$ cat config.mk
export PLATFORM = sky130hd
export DESIGN_NAME = keypad_scanner
export DESIGN_NICKNAME = d
export VERILOG_FILES = /design/src/rtl/keypad_scanner.sv
export SDC_FILE = /design/constraint.sdc
export NUM_CORES = 1
export LEC_CHECK = 0
export ABC_AREA = 1
export BUFFER_PORTS_ARGS = -buffer_cell sky130_fd_sc_hd__clkbuf_2
export CORE_ASPECT_RATIO = 0.75
export CORE_MARGIN = 5
export CORE_UTILIZATION = 40
export CTS_CLUSTER_SIZE = 20
export DETAILED_ROUTE_END_ITERATION = 10
export GPL_ROUTABILITY_DRIVEN = 0
export MAX_ROUTING_LAYER = met4
export PLACE_DENSITY = 0.63
export SLEW_MARGIN = 40
export SYNTH_ARGS = -nofsm -noshare
export SYNTH_HDL_FRONTEND = slang
export SYNTH_SLANG_ARGS = --single-unit
$ cat constraint.sdc
create_clock -name clk -period 10.95 [get_ports clk]
set_input_delay 1.6425 -clock clk [delete_from_list [all_inputs] [get_ports clk]]
set_output_delay 1.6425 -clock clk [all_outputs]
set_load 0.005 [all_outputs]
$ cat src/rtl/keypad_scanner.sv
// keypad_scanner: scans the 4x4 Pmod keypad matrix, debounces whole-scan results
// and hands press events to the consumer over valid/ack. Macro KYPD_REPEAT_EN adds auto-repeat.
module keypad_scanner #(
   parameter int unsigned SCAN_DIV       = 100000,
   parameter int unsigned DEBOUNCE_SCANS = 4,
   parameter int unsigned REPEAT_SCANS   = 250
) (
   input  logic       clk,
   input  logic       rst,
   output logic [3:0] kypd_col,
   input  logic [3:0] kypd_row,
   output logic [3:0] key_code,
   output logic       key_valid,
   input  logic       key_ack,
   output logic       key_held,
   output logic       overrun
);
   localparam int unsigned CNT_W = $clog2(SCAN_DIV);
   localparam int unsigned STB_W = 4;
   localparam logic [CNT_W-1:0] CNT_LAST = CNT_W'(SCAN_DIV - 1);
   localparam logic [STB_W-1:0] STB_MAX  = STB_W'(DEBOUNCE_SCANS);

   localparam logic [1:0] DRIVE0 = 2'd0;
   localparam logic [1:0] DRIVE3 = 2'd3;

   localparam logic [1:0] RES_NONE   = 2'd0;
   localparam logic [1:0] RES_SINGLE = 2'd1;
   localparam logic [1:0] RES_MULTI  = 2'd2;

   logic [3:0]       row_s1_q, row_s1_d, row_s2_q, row_s2_d;
   logic [1:0]       state_q, state_d;
   logic [CNT_W-1:0] cnt_q, cnt_d;
   logic [3:0]       col_q, col_d;
   logic [15:0]      pressed_q, pressed_d;
   logic [1:0]       res_kind_q, res_kind_d;
   logic [3:0]       res_code_q, res_code_d;
   logic [STB_W-1:0] stable_q, stable_d;
   logic             held_q, held_d;
   logic [3:0]       held_code_q, held_code_d;
   logic [3:0]       code_q, code_d;
   logic             valid_q, valid_d;
   logic             overrun_q, overrun_d;

   logic [15:0]      scan_vec_c;
   logic [1:0]       n_set_c;
   logic [3:0]       hit_idx_c;
   logic [1:0]       res_kind_c;
   logic [3:0]       res_code_c;
   logic             scan_end_c, same_c, reached_c, evt_c;
   logic [3:0]       evt_code_c;

   // Pressed vector bit index is {column, row}.
   function automatic logic [3:0] key_map(input logic [1:0] row, input logic [1:0] col);
      logic [3:0] code;
      case ({row, col})
         4'b00_00: code = 4'h1;
         4'b00_01: code = 4'h2;
         4'b00_10: code = 4'h3;
         4'b00_11: code = 4'hA;
         4'b01_00: code = 4'h4;
         4'b01_01: code = 4'h5;
         4'b01_10: code = 4'h6;
         4'b01_11: code = 4'hB;
         4'b10_00: code = 4'h7;
         4'b10_01: code = 4'h8;
         4'b10_10: code = 4'h9;
         4'b10_11: code = 4'hC;
         4'b11_00: code = 4'h0;
         4'b11_01: code = 4'hF;
         4'b11_10: code = 4'hE;
         default:  code = 4'hD;
      endcase
      return code;
   endfunction

`ifdef KYPD_REPEAT_EN
   localparam int unsigned REP_W = $clog2(REPEAT_SCANS + 1);
   localparam logic [REP_W-1:0] REP_LAST = REP_W'(REPEAT_SCANS - 1);
   logic [REP_W-1:0] rep_q, rep_d;
`else
   // Auto-repeat not built; parameter kept so both builds share one interface.
   if (REPEAT_SCANS == 0) begin : g_repeat_unused
   end
`endif

   // Current scan including this column's rows, and its classification.
   always_comb begin
      scan_vec_c = pressed_q;
      for (int r = 0; r < 4; r++) begin
         scan_vec_c[{state_q, 2'(r)}] = ~row_s2_q[r];
      end
      n_set_c   = 2'd0;
      hit_idx_c = 4'd0;
      for (int i = 0; i < 16; i++) begin
         if (scan_vec_c[i]) begin
            if (n_set_c != 2'd2) n_set_c = n_set_c + 2'd1;
            hit_idx_c = 4'(i);
         end
      end
      res_kind_c = (n_set_c == 2'd0) ? RES_NONE : (n_set_c == 2'd1) ? RES_SINGLE : RES_MULTI;
      res_code_c = (n_set_c == 2'd1) ? key_map(hit_idx_c[1:0], hit_idx_c[3:2]) : 4'd0;
   end

   always_comb begin
      row_s1_d    = kypd_row;
      row_s2_d    = row_s1_q;
      state_d     = state_q;
      cnt_d       = cnt_q;
      pressed_d   = pressed_q;
      res_kind_d  = res_kind_q;
      res_code_d  = res_code_q;
      stable_d    = stable_q;
      held_d      = held_q;
      held_code_d = held_code_q;
      code_d      = code_q;
      valid_d     = valid_q;
      overrun_d   = overrun_q;
      same_c      = 1'b0;
      reached_c   = 1'b0;
      evt_c       = 1'b0;
      evt_code_c  = res_code_c;
`ifdef KYPD_REPEAT_EN
      rep_d       = rep_q;
`endif
      scan_end_c  = (cnt_q == CNT_LAST) && (state_q == DRIVE3);

      if (cnt_q == CNT_LAST) begin
         cnt_d     = '0;
         state_d   = state_q + 2'd1;
         pressed_d = scan_vec_c;
      end else begin
         cnt_d = cnt_q + CNT_W'(1);
      end

      if (scan_end_c) begin
         pressed_d  = '0;
         res_kind_d = res_kind_c;
         res_code_d = res_code_c;
         same_c     = (res_kind_c == res_kind_q) && (res_code_c == res_code_q);
         if (!same_c) stable_d = STB_W'(1);
         else if (stable_q != STB_MAX) stable_d = stable_q + STB_W'(1);
         // Act only on the scan that first reaches the threshold.
         reached_c = (stable_d == STB_MAX) && !(same_c && (stable_q == STB_MAX));
         if (reached_c) begin
            case (res_kind_c)
               RES_SINGLE: begin
                  if (!held_q || (res_code_c != held_code_q)) evt_c = 1'b1;
                  held_d      = 1'b1;
                  held_code_d = res_code_c;
               end
               RES_NONE: held_d = 1'b0;
               default: ;
            endcase
         end
`ifdef KYPD_REPEAT_EN
         if (evt_c) begin
            rep_d = '0;
         end else if (held_q && (res_kind_c == RES_SINGLE) && (res_code_c == held_code_q)) begin
            if (rep_q == REP_LAST) begin
               rep_d      = '0;
               evt_c      = 1'b1;
               evt_code_c = held_code_q;
            end else begin
               rep_d = rep_q + REP_W'(1);
            end
         end else begin
            rep_d = '0;
         end
`endif
      end

      // A simultaneous ack frees the slot for the new event.
      if (evt_c) begin
         if (!valid_q || key_ack) begin
            code_d  = evt_code_c;
            valid_d = 1'b1;
         end else begin
            overrun_d = 1'b1;
         end
      end else if (valid_q && key_ack) begin
         valid_d = 1'b0;
      end

      col_d = ~(4'b0001 << state_d);
   end

   always_ff @(posedge clk) begin
      if (rst) begin
         row_s1_q    <= 4'hF;
         row_s2_q    <= 4'hF;
         state_q     <= DRIVE0;
         cnt_q       <= '0;
         col_q       <= 4'b1110;
         pressed_q   <= '0;
         res_kind_q  <= RES_NONE;
         res_code_q  <= 4'd0;
         stable_q    <= '0;
         held_q      <= 1'b0;
         held_code_q <= 4'd0;
         code_q      <= 4'd0;
         valid_q     <= 1'b0;
         overrun_q   <= 1'b0;
`ifdef KYPD_REPEAT_EN
         rep_q       <= '0;
`endif
      end else begin
         row_s1_q    <= row_s1_d;
         row_s2_q    <= row_s2_d;
         state_q     <= state_d;
         cnt_q       <= cnt_d;
         col_q       <= col_d;
         pressed_q   <= pressed_d;
         res_kind_q  <= res_kind_d;
         res_code_q  <= res_code_d;
         stable_q    <= stable_d;
         held_q      <= held_d;
         held_code_q <= held_code_d;
         code_q      <= code_d;
         valid_q     <= valid_d;
         overrun_q   <= overrun_d;
`ifdef KYPD_REPEAT_EN
         rep_q       <= rep_d;
`endif
      end
   end

   assign kypd_col  = col_q;
   assign key_code  = code_q;
   assign key_valid = valid_q;
   assign key_held  = held_q;
   assign overrun   = overrun_q;
endmodule

* After elaboration in Yosys (flattened, before gate mapping)
Memory sizes are Yosys's and may differ from the RTL's. Cells that the tools add are included.
Operators by class: add/subtract/negate cells 18, magnitude comparators 8, eq/ne operators 26, shift operators 1, muxes and demuxes 73, bitwise logic cells 6, reductions and logical operators 25
Operators with widths (number):
- 2-to-1 mux 4 bit | 18
- 2-to-1 mux 2 bit | 33
- bitwise mux 16 bit | 4
- adder 2 x 1 -> 2 bit, second input constant | 16
- inequality test 2 bit, second input constant | 15
- less-than comparator 4 x 5 -> 1 bit, second input constant | 4
- adder 17 x 1 -> 17 bit, second input constant | 1
- == test 17 bit, second input constant | 1
- greater-or-equal comparator 4 x 1 -> 1 bit, second input constant | 4
- 2-to-1 mux 1 bit | 13
- logical AND 1 bit | 9
- demux 1 bit (select 2 bit) | 4
- == test 4 x 3 -> 1 bit, second input constant | 2
- AND reduction 2 bit | 3
- AND reduction 3 bit | 2
- inverter 1 bit | 5
- adder 4 x 1 -> 4 bit, second input constant | 1
- == test 2 x 1 -> 1 bit, second input constant | 2
- == test 4 bit | 1
- zero test 2 bit | 2
- inequality test 4 x 3 -> 1 bit, second input constant | 1
- inequality test 4 bit | 1
- inverter 4 bit | 1
- nonzero test 2 bit | 2
- 8 further kinds | 12
Storage, ports and cells: flip-flop bits (word level) 68, memory bits (read-only) 64, input port bits 7, output and inout port bits 11, memories 1
Memories:
- (no name shown) | words 16, width 4, rd ports 1, clocked after Yosys merged registers in 0, wr ports 0, RTL line 55 | case ({row, col})

* Depth between registers and ports, before layout
Gate-level depths: netlist of the first run.
word-level depth 67, depth in mapped cells 61, mapped depth without buffers 59

* Worst setup path after synthesis of the first run
Ideal clock, no wire load.
path type register to register, start reg state_q[0], end reg code_q[0], in the netlist key_code[0], arrival time 5.875 ns, path slack 4.966 ns, stages on the path, launching flop included 52, buffers on the path 3, clock period less this slack 5.984 ns, cell sequence dfxtp_1 > inv_1 > ha_1 > buf_6 > o21ai_0 > ha_1 > inv_1 > nand3_1 > nand2_1 > nand3_1 > nand2_2 > nor2_1 > nand2_1 > nand2_2 > nand2_1 > nand2_2 > nand2_1 > nand2_1 > [... 16 more ...] > nor2_1 > a31oi_1 > ha_1 > nand2_1 > a21boi_0 > ha_1 > or2_2 > nand2_1 > buf_6 > nand2_2 > xnor2_1 > nor2_2 > nand4_4 > nor2_4 > buf_6 > nand4_1 > nand2_1 > nor2_1
Between the ends: cells in the longest elaborated chain, start to end 66
Ends and longest elaborated chain:
- from (decl) | RTL line 31 | logic [1:0] state_q, state_d;
- from (signal assigned) | RTL line 209 | state_q <= state_d;
- less-than comparator 4 x 5 -> 1 bit (not written as such) or greater-or-equal comparator 4 x 1 -> 1 bit (tied branches) | RTL line 90 | scan_vec_c[{state_q, 2'(r)}] = ~row_s2_q[r];
- logical AND 1 bit (not written as such) | RTL line 90
- 2-to-1 mux 1 bit (not written as such) | RTL line 90
- demux 1 bit (select 2 bit) | RTL line 90
- bitwise mux 16 bit (4 in a row) | RTL line 90
- 2-to-1 mux 1 bit | RTL line 95 | if (scan_vec_c[i]) begin
- adder 2 x 1 -> 2 bit or inequality test 2 bit (tied branches) | RTL line 96 | if (n_set_c != 2'd2) n_set_c = n_set_c + 2'd1;
- 2-to-1 mux 2 bit | RTL line 96
- [... 47 more ...]
- logical AND 1 bit | RTL line 139 | same_c = (res_kind_c == res_kind_q) && (res_code_c == res_code_q);
- 2-to-1 mux 4 bit | RTL line 140 | if (!same_c) stable_d = STB_W'(1);
- 2-to-1 mux 4 bit | RTL line 135 | if (scan_end_c) begin
- == test 4 x 3 -> 1 bit | RTL line 143 | reached_c = (stable_d == STB_MAX) && !(same_c && (stable_q == STB_MAX));
- logical AND 1 bit | RTL line 143
- 2-to-1 mux 1 bit | RTL line 144 | if (reached_c) begin
- 2-to-1 mux 1 bit | RTL line 135
- AND reduction 2 bit (no line)
- to (signal assigned) | RTL line 218 | code_q <= code_d;
- to (decl) | RTL line 40 | logic [3:0] code_q, code_d;
Parallel ways exist; a longest one is shown, timed or not. The select of a mux whose other input is x is not followed. A chain may end at the register's enable or synchronous reset.

* Final worst setup path of the first run
start reg state_q[0], end reg code_q[1], in the netlist key_code[1]
Same word-level chain as after synthesis.

==> results of run 1 <==
## synthesized netlist by cell type (all sizes together)
cell type,instances
buf,6
nor3,6
nand2,242
or2,10
xnor2,5
o22ai,5
nor2,50
xor2,9
a211oi,2
o21a,1
o21ai,31
o32ai,2
dfxtp,68
nand4,20
a21boi,2
o211ai,1
nor4,3
clkbuf,7
inv,87
clkinv,2
nand3,67
and2,1
a31oi,3
a21oi,43
nor3b,4
ha,16
## through the flow
step | cell area (um^2) | hold WS, ns | utilization, % | power (mW)
after floorplan | 4510 | 0.389 | - | 0.319
after global placement | 4700 | 0.397 | 42.8 | 0.329
after detailed placement | 4700 | 0.394 | 42.8 | 0.331
after CTS | 5040 | 0.407 | 45.9 | 0.656
after global routing | 5040 | 0.427 | 45.9 | 0.679
final | 5040 | 0.406 | 45.9 | 0.650
## critical path: cells and delay by family, from the launching register on
family | cells | cell delay [ns]
AND/OR/NAND/NOR | 33 | 3.90
adder cells (fa/ha/maj) | 4 | 1.24
buffers and inverters | 3 | 0.27
AO/OA/AOI/OAI | 6 | 1.38
flip-flops | 1 | 0.40
## final cells by class
class | count | area (um^2)
Clock buffer | 9 | 225
Clock inverter | 7 | 115
Fill cell | 1110 | 5940
Inverter | 89 | 337
Multi-Input combinational cell | 523 | 2740
Sequential cell | 68 | 1360
Tap cell | 140 | 175
Timing Repair Buffer | 18 | 92.6
## final timing paths
kind | to
worst max register to register | key_code[1]
worst min-delay path | row_s2_q[0]
worst max-delay path | key_code[1]
worst min register to register | row_s2_q[0]
## cell families (layout without fill, tap and decap cells)
| logic type | count (synthesis) | after routing |
|---|---|---|
| xor gates and xnor gates | 14 | 14 |
| and+or+nand+nor | 403 | 403 |
| adders and majority gates | 16 | 16 |
| DFF | 68 | 68 |
| buffers and inverters | 102 | 123 |
| AOI/OAI and AO/OA | 90 | 90 |
## registers in the layout (all words and copies together), names as in the netlist
signal and cells:
key_valid 1, row_s1_q 4, stable_q 4, row_s2_q 4, held_code_q 4, overrun 1
key_code 4, key_held 1, pressed_q 16, state_q 2, res_code_q 4, cnt_q 17
res_kind_q 2, kypd_col 4
## power by group through the flow
stage / Combinational (mW) / Sequential, mW / Clock, mW
after global routing: 0.0872 / 0.252 / 0.341
final: 0.0755 / 0.252 / 0.323
after floorplan: 0.0623 / 0.256 / 0
after CTS: 0.0747 / 0.252 / 0.330
after detailed placement: 0.0742 / 0.257 / 0
after global placement: 0.0724 / 0.257 / 0
## metal layers
metal,vias up,global-route usage [%],routed length [um]
met5,-,-,0
li1,2269,-,-
met4,0,3.75,78
met3,12,3.74,274
met1,1877,21.7,5390
met2,54,25.6,4230
==> metrics.md, run 1 <==
| Metric | Value |
|---|---|
| Synthesized cell area | 0.00451 mm^2 |
| Largest family of logic cells by synthesized area | simple AND/OR/NAND/NOR gates |
| H-tree lvl count | 3 |
| Post-Layout Cell Count | 854 |
| Commonest non-fill, non-tap cells in the layout | nand2_1, inv_1, dfxtp_1 |
| Post-route DRC | 0 |
| Total gr overflow | 0 |
| Power Density | 129 mW/mm^2 |
| Vias in the first global route | 4082 |
| First-pass GRT wire length | 18200 um |
| Clock Power Share | 49.7% |
| Slowest stage cell, crit path | o21ai_0 |
| Initial antenna violation count | 0 |
| Number of diodes | 0 |
| Worst-path fanout max | 11 |
| Comb power frac | 11.6% |
| DRT iter0 DRCs | 299 |
| # IOs | 18 |
| Sequential element share of the synthesized area | 30.2% |
| # Max-Cap Violations | 0 |
| HP Class | flip-flop to flip-flop |
| CTS Buffer Depth | 2 |
| Worst Path Class, Setup | flip-flop to flip-flop |
| Yosys reg bits | 68 |
| Tot GR Track Use | 16.3% |
| Final setup viols | 0 |
| Top cell type's share of synthesized area | 30.2% |
| Peak supply drop | 0.0757 mV |
| Post-detail-place hpwl | 7740 um |
| Worst EP arrival | 7.53 ns |
| Synth warn | 0 |
| Chip width | 133 um |
| Commonest non-fill, non-tap cell in the layout | nand2_1 |
| Area grow syn2layout | 11.8% |
| Area leader, netlist | dfxtp_1 |
| DR WL/cell | 11.7 um |
| Cell Int Power | 495 uW |
| Setup TNS | 0 ns |
| Hold path cells | 1 |
| Clock-pin slew on the worst setup and hold paths | 0.05 ns |
| Placed cell count | 838 |
| Layout cells sized above 1 | 14.6% |
| Worst EP required | 11.21 ns |
| Post-CTS Setup Bufs | 0 |
| Compound-Gate Fraction of Synth Area | 11.2% |
| Post-CTS resize count | 0 |
| Final hold vios | 0 |
| CP peak stage delay | 0.46 ns |
| R2R cell count | 46 |
| Post-Syn Area per Cell | 6.51 um^2 |
| Status | finished clean |
| Setup WS pre-CTS | 3.81 ns |
| Post-synthesis cell count | 693 |
| Vias | 4212 |
| Switching power | 155 uW |
| Synth cell types | 42 |
| DRT Wirelength | 9980 um |
| Mux share of post-synthesis cell area | 0% |
| Number of port buffers | 17 |
| Synth Area in Simple Gates | 42.3% |
| Die area | 0.0135 mm^2 |
| Total leakage power | 2.36 nW |
| Clock Root Buffer | clkbuf_16 |
| Final min period | 7.27 ns |
| Chip Height | 102 um |
| RSZ-0062 raised after global routing | no |
| Worst Setup End Kind | flip-flop |
| Core Region | 0.0110 mm^2 |
| Worst Skew | 0.00399 ns |
| Startpoint Class | flip-flop |
| Sequential share of power | 38.7% |
| Slew HR | 52.9% |
| Drt first pass iters | 4 |
| Vias per Instance | 4.93 |
| Synth Area in Adders | 4.44% |
| Post-synthesis xor/xnor area fraction | 2.72% |
| CTS Buf Count | 9 |
| Setup slack after layout | 3.68 ns |
| Worst Min Path Start | row_s1_q[0] |
| Worst Tran Pin Value | 0.700 ns |
| Synth area leaders | dfxtp_1, nand2_1, inv_1, nand3_1, a21oi_1 |
| CP Launch Point | state_q[0] |
| Final ANT Viol Nets | 0 |
| FP Rows | 33 |
| Clk_lat worst skew | 0.32 ns |
| Sw Ratio | 23.8% |
| Largest net degree at the start of global routing | 25 |
| Post-Syn Nets | 716 |
| Reg2Reg Setup Slack | 3.68 ns |
| Nets | 732 |
| CTS tree | built |
| Hold Buf Count CTS | 0 |
| # clock sinks | 68 |
| Fin. max-slew vios | 0 |
| Final Cycle Share | 66.4% |
| R2R Path Start | state_q[0] |
| FMAX | 138 MHz |
| Top cell by count, worst path | nand2_1 |
| Initial Utilization | 41.1% |
Power figures use the tool's default switching activity.
==> run 2: changes to the inputs <==
Clock period 10.95 ns to 6.8 ns, I/O delays scaled along.
==> run 2 against run 1 <==
Register-to-register slack worse by 3.3 ns. Critical path depth up 10. Sequential power up 61%. Combinational power up 110%. Total power up 51%. Die area unchanged. Global-route usage up 0.65 points. Clock skew up 0.00058 ns. Critical endpoint is now held_code_q[3]. Largest cell class unchanged. Highest routed layer unchanged.
==> metrics.md, run 2 (synthesized netlist as in run 1, its figures left out) <==
| Metric | Value |
|---|---|
| Status | finished clean |
| CP peak stage delay | 0.36 ns |
| WHS Endpoint | row_s2_q[1] |
| Final Cycle Share | 94.4% |
| Commonest non-fill, non-tap cell in the layout | nand2_1 |
| Worst-path fanout max | 7 |
| # IOs | 18 |
| Vias in the first global route | 4136 |
| FP Rows | 33 |
| WHS | 0.404 ns |
| Clock-pin slew on the worst setup and hold paths | 0.05 ns |
| Commonest non-fill, non-tap cells in the layout | nand2_1, inv_1, dfxtp_1 |
| Chip width | 133 um |
| Post-detail-place hpwl | 7980 um |
| Hold Buf Count CTS | 0 |
| Fin. max-slew vios | 0 |
| Initial Utilization | 41.1% |
| RR Endpoint | held_code_q[3] |
| Clk_lat worst skew | 0.33 ns |
| DRT Wirelength | 11500 um |
| Buffers and inverters on the worst path | 8 |
| Top flop regs | cnt_q x17, pressed_q x16 |
| Max reg flops | 17 |
| Worst Path Class, Setup | flip-flop to flip-flop |
| HP Class | flip-flop to flip-flop |
| Largest net degree at the start of global routing | 25 |
| Worst EP required | 7.06 ns |
| FMAX | 156 MHz |
| Vias | 4457 |
| Peak supply drop | 0.151 mV |
| Post-route cell area | 0.00555 mm^2 |
| Setup WS pre-CTS | -0.0744 ns |
| Worst Tran Pin Value | 0.896 ns |
| Setup slack after layout | 0.382 ns |
| Final setup viols | 0 |
| Vias per Instance | 5.13 |
| Worst Min Path Start | row_s1_q[1] |
| Final hold vios | 0 |
| Core Region | 0.0110 mm^2 |
| Startpoint Class | flip-flop |
| Chip Height | 102 um |
| DR WL/cell | 13.2 um |
| Worst Skew | 0.00457 ns |
| Total gr overflow | 0 |
| Final min period | 6.42 ns |
| # clock sinks | 68 |
| Initial antenna violation count | 0 |
| DRT iter0 DRCs | 206 |
| Nets | 746 |
| Top cell by count, worst path | nand2_2 |
| CTS Buffer Depth | 2 |
| CTS tree | built |
| Tot GR Track Use | 17.0% |
| Slew HR | 39.6% |
| CP delay by family, top | simple AND/OR/NAND/NOR gates |
| CTS Buf Count | 9 |
| Layout cells sized above 1 | 27.1% |
| Clock Root Buffer | clkbuf_16 |
| Reg2Reg Setup Slack | 0.38 ns |
| Area grow syn2layout | 22.9% |
| Hold path cells | 1 |
| Most flop-heavy register | cnt_q |
| Die area | 0.0135 mm^2 |
| R2R cell count | 56 |
| H-tree lvl count | 3 |
| Placement Cell Area | 0.00474 mm^2 |
| Slowest stage cell, crit path | dfxtp_4 |
| Number of port buffers | 17 |
| Worst EP arrival | 6.68 ns |
| Number of diodes | 0 |
| First-pass GRT wire length | 18800 um |
| R2R Path Start | state_q[0] |
| Final ANT Viol Nets | 0 |
| # Max-Cap Violations | 0 |
| Total leakage power | 2.49 nW |
| Drt first pass iters | 6 |
| Worst Setup End Kind | flip-flop |
| Post-route DRC | 0 |
| Power Density | 176 mW/mm^2 |
-- run 2: changes by cell type in the layout (fill, tap and decap cells not counted), sizes merged --
cell,change
clkinv,-1
clkinvlp,-2
clkbuf,+6
buf,+13
bufinv,-3
inv,+1
-- run 2: through the flow --
| stage | util, % | total power [mW] | TNS [ns] | cells |
|---|---|---|---|---|
| floorplan | - | 0.513 | 0 | 693 |
| global placement | 43.2 | 0.534 | 0 | 842 |
| detailed placement | 43.2 | 0.537 | -0.370 | 842 |
| CTS | 45.7 | 0.953 | 0 | 858 |
| global route | 50.5 | 1.02 | -1.38 | 868 |
| finish | 50.5 | 0.979 | 0 | 868 |
-- run 2: how the worst max path moves through the flow --
stage	startpoint	end	slack [ns]	depth (start not counted)
5_1_grt	state_q[0]	held_code_q[3]	-0.20	56
3_3_place_gp	state_q[0]	held_code_q[3]	0.09	48
2_1_floorplan	state_q[0]	key_code[0]	0.82	51
6_report	state_q[0]	held_code_q[3]	0.38	56
3_5_place_dp	state_q[0]	key_code[3]	-0.07	46
4_1_cts	state_q[0]	key_code[3]	0.04	52
-- run 2: metal layers --
metal	wire length (um)	GRT usage, %	vias to the layer above
met1	5570	22.9	2061
li1	-	-	2294
met3	484	3.49	12
met5	0	-	-
met2	5310	26.2	90
met4	107	4.39	0
-- run 2: final cells by class --
class / instances / area (um^2)
Inverter: 89 / 342
Tap cell: 140 / 175
Clock inverter: 2 / 10.0
Multi-Input combinational cell: 523 / 3170
Fill cell: 1088 / 5440
Clock buffer: 14 / 254
Timing Repair Buffer: 32 / 231
Sequential cell: 68 / 1370
-- run 2: repair_timing --
action	CTS	global route
buffers inserted	0	9
cloned	0	1
pin swaps	0	48
resized for setup	2	118
setup endpoints to repair	9	21
-- run 2: where the power goes --
group          total, mW  internal [mW]  switching, mW
clock network      0.414          0.256          0.158
logic              0.160         0.0557          0.104
registers          0.405          0.402        0.00319
==> run 3: changes to the inputs <==
Settings changed: CORE_UTILIZATION 40 to 50, PLACE_DENSITY 0.63 to 0.74.
==> run 3 against run 2 <==
Total power decreased by 2.8%. Flip-flop and latch count unchanged. Routed wire length decreased by 7.1%. Cell count down 3.1%. Utilization increased by 8.4 points. Sequential power barely moved. First-iteration DRC count increased by 79%. Global-route usage up 2.3 points. Critical path depth fell by 2. Maximum frequency increased by 2.4%. Clock-buffer cell count decreased by 3. Non-clock buffer count increased by 2. Highest routed layer unchanged.
==> metrics.md, run 3 (synthesized netlist as in run 1, its figures left out) <==
| Metric | Value |
|---|---|
| Status | finished clean |
| Peak supply drop | 0.127 mV |
| Met3 usage | 5.43% |
| Final Cycle Share | 92.2% |
| Nets | 749 |
| Vias in the first global route | 3876 |
| Clk_lat worst skew | 0.33 ns |
| Met1 Use GR | 26.9% |
| Worst EP required | 7.02 ns |
| DRT iter0 DRCs | 369 |
| Post-detail-place hpwl | 7620 um |
| Footprint of the multi-input gates | 0.00294 mm^2 |
| Final hold vios | 0 |
| DR WL/cell | 12.7 um |
| Met2 usage | 28.6% |
| Worst EP arrival | 6.49 ns |
| Largest net degree at the start of global routing | 25 |
| Commonest non-fill, non-tap cells in the layout | nand2_1, inv_1, dfxtp_1 |
| First-pass GRT wire length | 17400 um |
| Top cell by count, worst path | nand2_1 |
| # IOs | 18 |
| Worst Skew | 0.00581 ns |
| Commonest non-fill, non-tap cell in the layout | nand2_1 |
| Max reg flops | 17 |
| Clock Root Buffer | clkbuf_16 |
| Worst Path Class, Setup | flip-flop to flip-flop |
| Startpoint Class | flip-flop |
| FP Rows | 30 |
| Slew HR | 42.9% |
| Number of port buffers | 17 |
| CTS tree | built |
| Vias per Instance | 5.26 |
| CTS Buf Count | 9 |
| Post-route cell area | 0.00526 mm^2 |
| Vias | 4421 |
| Fin util | 58.9% |
| Hold Buf Count CTS | 0 |
| Initial Utilization | 50.5% |
| Number of diodes | 0 |
| H-tree lvl count | 3 |
| Total gr overflow | 0 |
| Top flop regs | cnt_q x17, pressed_q x16 |
| FF+latch area | 0.00137 mm^2 |
| HP Class | flip-flop to flip-flop |
| Chip width | 120 um |
| Power Density | 181 mW/mm^2 |
| CP peak stage delay | 0.36 ns |
| Power Total | 952 uW |
| Final ANT Viol Nets | 0 |
| Placement Cell Area | 0.00467 mm^2 |
| Tot GR Track Use | 19.3% |
| Slowest stage cell, crit path | dfxtp_4 |
| Area grow syn2layout | 16.6% |
| Most flop-heavy register | cnt_q |
| Drt first pass iters | 5 |
| RSZ-0062 raised after global routing | yes |
| Fin. max-slew vios | 0 |
| CTS Buffer Depth | 2 |
| # Max-Cap Violations | 0 |
| Post-route DRC | 0 |
| Final-layout fill cell count | 824 |
| GR peak layer | met2 |
| # clock sinks | 68 |
| Worst-path fanout max | 6 |
| Die area | 0.0110 mm^2 |
| Clock-pin slew on the worst setup and hold paths | 0.05 ns |
| DRT Wirelength | 10700 um |
| Initial antenna violation count | 0 |
| Chip Height | 92.3 um |
| Final min period | 6.27 ns |
| Worst Setup End Kind | flip-flop |
| FMAX | 159 MHz |
| Core Region | 0.00893 mm^2 |
| Final setup viols | 0 |
| Total leakage power | 2.45 nW |
| Layout cells sized above 1 | 21.5% |
| Worst Tran Pin Value | 0.847 ns |
run 3: cell types whose count changed in the layout (fill, tap and decap cells not counted), moves of 3 or more:
cell	before	now
nand3_1	39	48
nand2_2	59	40
clkbuf_1	4	1
nand3_4	8	3
nand2_4	14	6
buf_4	12	16
nand2_1	168	196
ha_1	11	14
nand3_2	20	16
run 3: layout make-up:
cell class | instances | share of cell area [%]
Timing Repair Buffer | 34 | 4.11
Clock buffer | 11 | 4.61
Multi-Input combinational cell | 524 | 56.0
Inverter | 89 | 6.40
Clock inverter | 3 | 0.285
Sequential cell | 68 | 26.0
Tap cell | 112 | 2.66
run 3: through the flow:
stage | worst slack (ns) | std cells | hold slack [ns] | setup TNS, ns
6_report | 0.530 | 841 | 0.405 | 0
3_5_place_dp | -0.262 | 810 | 0.398 | -1.94
3_3_place_gp | 0.0268 | 810 | 0.393 | 0
2_1_floorplan | 0.816 | 693 | 0.389 | 0
5_1_grt | -0.0575 | 841 | 0.414 | -0.247
4_1_cts | 0.00472 | 824 | 0.410 | 0
run 3: worst paths after layout:
path                             startpoint          end  slack, ns  depth (start not counted)
worst max-delay path             state_q[0]  key_code[3]       0.53                         54
worst min-delay path            row_s1_q[0]  row_s2_q[0]       0.41                          1
worst max register to register   state_q[0]  key_code[3]       0.53                         54
worst min register to register  row_s1_q[0]  row_s2_q[0]       0.41                          1
run 3: power by group:
group / switching (mW) / leakage [nW] / total, mW / internal, mW
registers: 0.00305 / 0.552 / 0.405 / 0.402
clock network: 0.157 / 0.131 / 0.407 / 0.250
logic: 0.0914 / 1.76 / 0.140 / 0.0484
run 3: critical path, delay by kind of cell (launching register included):
kind | cells | cell delay [ns]
buf+inv | 7 | 0.61
simple gates | 39 | 3.57
compound gates | 4 | 0.67
flops | 1 | 0.36
fa+ha+maj | 4 | 0.90
run 3: metal layers:
metal	up-vias	part of all wire [%]
met1	1974	49
li1	2305	-
met2	119	44
met3	23	5.3
met5	-	0
met4	0	1.7
run 3: timing repair:
| item | CTS | global route |
|---|---|---|
| pin swaps | 0 | 17 |
| setup buffers | 0 | 16 |
| setup endpoints to repair | 15 | 16 |
| cloned | 0 | 1 |
| resized for setup | 5 | 50 |
